**src/rtl/reg_access_arbiter_if.sv**
```systemverilog
// Two-requester shared-register bus: requester handshakes plus register strobes.
interface reg_access_arbiter_if #(
  parameter int WIDTH = 32
);
  logic             req0_valid;
  logic             req0_write;
  logic [WIDTH-1:0] req0_wdata;
  logic             req0_ready;
  logic             rsp0_valid;
  logic [WIDTH-1:0] rsp0_rdata;

  logic             req1_valid;
  logic             req1_write;
  logic [WIDTH-1:0] req1_wdata;
  logic             req1_ready;
  logic             rsp1_valid;
  logic [WIDTH-1:0] rsp1_rdata;

  logic             reg_write;
  logic             reg_read;
  logic [WIDTH-1:0] reg_wdata;
  logic [WIDTH-1:0] reg_rdata;
  logic             busy;

  modport master (
    output req0_valid, req0_write, req0_wdata,
    input  req0_ready, rsp0_valid, rsp0_rdata,
    output req1_valid, req1_write, req1_wdata,
    input  req1_ready, rsp1_valid, rsp1_rdata,
    input  reg_write, reg_read, reg_wdata,
    output reg_rdata,
    input  busy
  );

  modport slave (
    input  req0_valid, req0_write, req0_wdata,
    output req0_ready, rsp0_valid, rsp0_rdata,
    input  req1_valid, req1_write, req1_wdata,
    output req1_ready, rsp1_valid, rsp1_rdata,
    output reg_write, reg_read, reg_wdata,
    input  reg_rdata,
    output busy
  );
endinterface

```
**src/rtl/reg_access_arbiter.sv**
```systemverilog
// Two-port arbiter serialising accesses to one shared register, fixed 4-cycle slot.
// Define REG_ARB_ROUND_ROBIN_EN for round-robin ties; default is fixed priority (port 0).
module reg_access_arbiter #(
  parameter int WIDTH = 32
) (
  input  logic                clk,
  input  logic                reset,
  reg_access_arbiter_if.slave bus
);

  typedef enum logic [1:0] {
    IDLE  = 2'd0,
    ISSUE = 2'd1,
    WAIT  = 2'd2,
    RESP  = 2'd3
  } state_t;

  state_t           r_state;
  state_t           w_next;

  logic             r_wr;
  logic             r_id;
  logic [WIDTH-1:0] r_wdata;
  logic [WIDTH-1:0] r_rsp0_rdata;
  logic [WIDTH-1:0] r_rsp1_rdata;

  logic             w_any;
  logic             w_gnt1;
  logic             w_accept;

`ifdef REG_ARB_ROUND_ROBIN_EN
  logic             r_last;

  // tie goes to whoever was not granted last
  always_comb begin
    w_gnt1 = bus.req1_valid &
             (~bus.req0_valid | ~r_last);
  end

  always_ff @(posedge clk or posedge reset) begin
    if (reset) begin
      r_last <= 1'b1;
    end else if (w_accept) begin
      r_last <= w_gnt1;
    end
  end
`else
  always_comb begin
    w_gnt1 = bus.req1_valid & ~bus.req0_valid;
  end
`endif

  always_comb begin
    w_any    = bus.req0_valid | bus.req1_valid;
    w_accept = (r_state == IDLE) & w_any & ~reset;
  end

  always_ff @(posedge clk or posedge reset) begin
    if (reset) begin
      r_state <= IDLE;
    end else begin
      r_state <= w_next;
    end
  end

  always_ff @(posedge clk or posedge reset) begin
    if (reset) begin
      r_wr    <= 1'b0;
      r_id    <= 1'b0;
      r_wdata <= '0;
    end else if (w_accept) begin
      r_id <= w_gnt1;
      if (w_gnt1) begin
        r_wr    <= bus.req1_write;
        r_wdata <= bus.req1_wdata;
      end else begin
        r_wr    <= bus.req0_write;
        r_wdata <= bus.req0_wdata;
      end
    end
  end

  // response regs double as the capture point; the loser keeps its old value
  always_ff @(posedge clk or posedge reset) begin
    if (reset) begin
      r_rsp0_rdata <= '0;
      r_rsp1_rdata <= '0;
    end else if (r_state == WAIT) begin
      if (r_id) begin
        r_rsp1_rdata <= r_wr ? '0 : bus.reg_rdata;
      end else begin
        r_rsp0_rdata <= r_wr ? '0 : bus.reg_rdata;
      end
    end
  end

  always_comb begin
    w_next         = r_state;
    bus.req0_ready = 1'b0;
    bus.req1_ready = 1'b0;
    bus.rsp0_valid = 1'b0;
    bus.rsp1_valid = 1'b0;
    bus.reg_write  = 1'b0;
    bus.reg_read   = 1'b0;
    bus.reg_wdata  = '0;
    bus.busy       = 1'b1;
    unique case (r_state)
      IDLE: begin
        bus.busy       = 1'b0;
        bus.req0_ready = w_accept & ~w_gnt1;
        bus.req1_ready = w_accept & w_gnt1;
        if (w_accept) begin
          w_next = ISSUE;
        end
      end
      ISSUE: begin
        bus.reg_write = r_wr;
        bus.reg_read  = ~r_wr;
        bus.reg_wdata = r_wr ? r_wdata : '0;
        w_next        = WAIT;
      end
      WAIT: begin
        w_next = RESP;
      end
      RESP: begin
        bus.rsp0_valid = ~r_id;
        bus.rsp1_valid = r_id;
        w_next         = IDLE;
      end
      default: begin
        w_next = IDLE;
      end
    endcase
  end

  assign bus.rsp0_rdata = r_rsp0_rdata;
  assign bus.rsp1_rdata = r_rsp1_rdata;

endmodule

```
**src/flat_wrapper.sv**
```systemverilog
// flat-port wrapper written by rule: the top's interface ports become plain ports
module reg_access_arbiter_flat 
#(
  parameter int WIDTH = 32
)
  (clk, reset, bus_req0_valid, bus_req0_write, bus_req0_wdata, bus_req0_ready, bus_rsp0_valid, bus_rsp0_rdata, bus_req1_valid, bus_req1_write, bus_req1_wdata, bus_req1_ready, bus_rsp1_valid, bus_rsp1_rdata, bus_reg_write, bus_reg_read, bus_reg_wdata, bus_reg_rdata, bus_busy);
  reg_access_arbiter_if #(.WIDTH(WIDTH)) bus_i ();
  input  logic clk;
  input  logic reset;
  input wire logic [$bits(bus_i.req0_valid)-1:0] bus_req0_valid;
  input wire logic [$bits(bus_i.req0_write)-1:0] bus_req0_write;
  input wire logic [$bits(bus_i.req0_wdata)-1:0] bus_req0_wdata;
  output wire logic [$bits(bus_i.req0_ready)-1:0] bus_req0_ready;
  output wire logic [$bits(bus_i.rsp0_valid)-1:0] bus_rsp0_valid;
  output wire logic [$bits(bus_i.rsp0_rdata)-1:0] bus_rsp0_rdata;
  input wire logic [$bits(bus_i.req1_valid)-1:0] bus_req1_valid;
  input wire logic [$bits(bus_i.req1_write)-1:0] bus_req1_write;
  input wire logic [$bits(bus_i.req1_wdata)-1:0] bus_req1_wdata;
  output wire logic [$bits(bus_i.req1_ready)-1:0] bus_req1_ready;
  output wire logic [$bits(bus_i.rsp1_valid)-1:0] bus_rsp1_valid;
  output wire logic [$bits(bus_i.rsp1_rdata)-1:0] bus_rsp1_rdata;
  output wire logic [$bits(bus_i.reg_write)-1:0] bus_reg_write;
  output wire logic [$bits(bus_i.reg_read)-1:0] bus_reg_read;
  output wire logic [$bits(bus_i.reg_wdata)-1:0] bus_reg_wdata;
  input wire logic [$bits(bus_i.reg_rdata)-1:0] bus_reg_rdata;
  output wire logic [$bits(bus_i.busy)-1:0] bus_busy;
  assign bus_i.req0_valid = bus_req0_valid;
  assign bus_i.req0_write = bus_req0_write;
  assign bus_i.req0_wdata = bus_req0_wdata;
  assign bus_req0_ready = bus_i.req0_ready;
  assign bus_rsp0_valid = bus_i.rsp0_valid;
  assign bus_rsp0_rdata = bus_i.rsp0_rdata;
  assign bus_i.req1_valid = bus_req1_valid;
  assign bus_i.req1_write = bus_req1_write;
  assign bus_i.req1_wdata = bus_req1_wdata;
  assign bus_req1_ready = bus_i.req1_ready;
  assign bus_rsp1_valid = bus_i.rsp1_valid;
  assign bus_rsp1_rdata = bus_i.rsp1_rdata;
  assign bus_reg_write = bus_i.reg_write;
  assign bus_reg_read = bus_i.reg_read;
  assign bus_reg_wdata = bus_i.reg_wdata;
  assign bus_i.reg_rdata = bus_reg_rdata;
  assign bus_busy = bus_i.busy;
  reg_access_arbiter #(.WIDTH(WIDTH)) u_core (.clk(clk), .reset(reset), .bus(bus_i));
endmodule
```
**config.mk**
```make
export PLATFORM = sky130hd
export DESIGN_NAME = reg_access_arbiter_flat
export DESIGN_NICKNAME = d
export VERILOG_FILES = /design/src/rtl/reg_access_arbiter_if.sv /design/src/rtl/reg_access_arbiter.sv /design/src/flat_wrapper.sv
export SDC_FILE = /design/constraint.sdc
export NUM_CORES = 1
export LEC_CHECK = 0
export ABC_AREA = 1
export CAP_MARGIN = 20
export CELL_PAD_IN_SITES_DETAIL_PLACEMENT = 1
export CELL_PAD_IN_SITES_GLOBAL_PLACEMENT = 1
export CORE_UTILIZATION = 32
export CTS_CLUSTER_SIZE = 25
export DETAILED_ROUTE_END_ITERATION = 12
export PLACE_DENSITY = 0.92
export SYNTH_ARGS = -nofsm -noshare
export SYNTH_HDL_FRONTEND = slang
export SYNTH_SLANG_ARGS = --single-unit
```
**constraint.sdc**
```tcl
create_clock -name clk -period 6.7 [get_ports clk]
set_input_delay 0.67 -clock clk [delete_from_list [all_inputs] [get_ports clk]]
set_output_delay 0.67 -clock clk [all_outputs]
set_load 0.05 [all_outputs]
```
==> results.toml <==
[route]
drtPass1Iterations = 4
viasPerCell = 4.54
drc = 0
ant_nets = 0
vias = 4973
wl_per_cell_um = 15.2
routed_wl_mm = 16.7
drt_iter0_markers = 195

[timing]
hold_violations = 0
period_share = 0.596
setup_tns_ps = 0
setup_slack_ps = 2700
fmax_mhz = 250
clock_skew_ps = 9.72
slew_viol_final = 0
slew_headroom = 0.422
period_needed_ps = 4000
max_slew.worst_pin.slew_ps = 863
rsz0062_at_grt = "false"
setup_viol = 0
finalHoldWorstSlack_ps = 480

[worst_setup_path]
worstSetupStartpoint = "bus_req0_valid"
required_ps = 6030
critPathMostFrequentCell = "clkdlybuf4s50_1"
slowest_delay_ps = 840
slowest_stage = "clkdlybuf4s50_1"
cpLargestDelayFamily = "buffers and inverters"
worstSetupStartpointType = "primary input"
cp_num_buf_inv = 3
worstPathCellList = "clkdlybuf4s50_1 > inv_2 > nand2_2 > nor2_1 > clkdlybuf4s50_1"
crit_path_end_kind = "output pin"
cp_max_fo = 36
r2r_start = "u_core.r_id$_DFFE_PP0P_"
cp.arrival_ps = 3330
criticalPathCategory = "in -> out"

[cts]
cts_resized = 0
root_buffer = "clkbuf_16"
clock_latency_ps = 360
htree_levels = 3
cts_tree = "done"
cts_buffers = 9
path_clk_slew_ps = 70
cts_sinks = 100
clk_path_buf_depth = 2
hold_buffers = 0
cts_setup_buffers = 0

[job]
drv_cap = 0

[yosys]
yosys-mux-area-fraction = 0
yosys.area_share.simple = 0.349
synth_top_family_by_area = "simple AND/OR/NAND/NOR gates"
syn_avg_cell_area_um2 = 7.17
synth_nets = 805
synth_cell_type_count = 17
synthXorXnorAreaFrac = 0
synth_seq_cells = 100
yosysSeqAreaShare = 0.500
synth_adder_area_share = 0.00999
synth_area_mm2 = 0.00501
yosysWarnings = 0
synth_cells = 699
synth_compound_area_frac = 0.0345

[floorplan]
die_h_um = 127
dieArea_mm2 = 0.0162
core_area_mm2 = 0.0153
start_util = 0.328
num_io_pins = 205
rows = 45
die_w_um = 127

[pwr]
leakage_nw = 3.82
p_total_mw = 3.52
power_per_cell_area_mw_per_mm2 = 473
peakVddDrop_mv = 0.144

[final_layout]
final_cell_mix = "327 x nand2_1, 204 x clkdlybuf4s50_1, 100 x dfrtp_1"
fillers = 1883
areaGrowthSynthToFinish_pct = 48.5
fin_area_mm2 = 0.00744
final_core_util = 0.487
final_nets = 986
layoutNonFillerInstCount = 1096
drive_gt1_frac = 0.0463
final_common_cell = "nand2_1"
antenna_cells = 0

[hold_path]
hp-class = "reg -> reg"
min_from = "u_core.r_wdata[30]$_DFFE_PP0P_"

[global_routing]
grt_pass1_wl_mm = 26.9
grt_overflow = 0
grt.total_usage = 0.216
grt_max_degree = 54
antenna_found_initial = 0
grt_pass1_vias = 5242

[placement]
place.gp.congestion = 0.789
postPlaceCellArea_mm2 = 0.00714
portBuffers = 204
dp_slack_ps = 2690
post-place-cells = 1080
hpwl_mm = 11.8

[outcome]
status = "finished clean"
==> synthesized netlist by cell type <==
master    count  area (um2)
nor2_2        1        6.26
nor2_1       69         259
nor2_4        1        11.3
buf_12        1        20.0
buf_6         4        45.0
clkbuf_1      6        22.5
inv_2         6        22.5
nand2_2      11        68.8
nand3_1      35         175
inv_1        71         267
o21ai_0      33         165
o21bai_1      1        7.51
buf_2        23         115
dfrtp_1     100        2500
buf_4         6        45.0
ha_1          4        50.1
nand2_1     327        1230
==> routing by layer <==
metal	global-route usage	wire, um	up-vias
met4	0.0847	418	0
met3	0.0444	853	25
met1	0.255	7040	2366
met5	0	0	-
met2	0.383	8400	147
li1	-	-	2435
==> sequential cells by signal, summed over array words and instances, names as in the netlist <==
register / cells
u_core.bus.rsp0_rdata: 32
u_core.bus.rsp1_rdata: 32
u_core.r_wdata: 32
u_core.r_state: 2
u_core.r_id: 1
u_core.r_wr: 1
==> worst reg2reg max path, cell delays in order, from the launching register on <==
cell and delay, ps:
dfrtp_1 770, nand2_2 620, inv_2 680, nand2_1 190
nand2_1 130
==> path summary, 6_finish.rpt <==
| path | endpoint | slack, ps | depth (start not counted) |
|---|---|---|---|
| max in group asynchronous | u_core.r_wdata[29]$_DFFE_PP0P_ | 4670 | 3 |
| max | bus_req1_ready | 2700 | 5 |
| min | u_core.r_wdata[30]$_DFFE_PP0P_ | 480 | 2 |
| min reg2reg | u_core.r_wdata[30]$_DFFE_PP0P_ | 480 | 2 |
| max reg2reg | u_core.bus.rsp1_rdata[6]$_DFFE_PP0P_ | 4230 | 4 |
| min in group asynchronous | u_core.r_state[1]$_DFFE_PP0P_ | 860 | 2 |
==> logic make-up after synthesis <==
family / after synthesis
and+or+nand+nor: 444
buffers and inverters: 117
DFF: 100
AOI/OAI and AO/OA: 34
adders and majority gates: 4
==> layout make-up <==
type | count | area, um2 | area share
Clock inverter | 6 | 72.6 | 0.00976
Timing Repair Buffer | 210 | 2110 | 0.283
Clock buffer | 10 | 229 | 0.0308
Multi-Input combinational cell | 482 | 1970 | 0.265
Inverter | 77 | 292 | 0.0392
Sequential cell | 100 | 2500 | 0.336
Tap cell | 211 | 264 | 0.0355
==> power breakdown <==
part           switching [mW]  total [mW]  internal [mW]  leakage, nW
combinational            1.33        1.93          0.604         2.41
clock                   0.247       0.541          0.294        0.144
sequential              0.171        1.05          0.875         1.26
(Power assumes the default switching activity.)
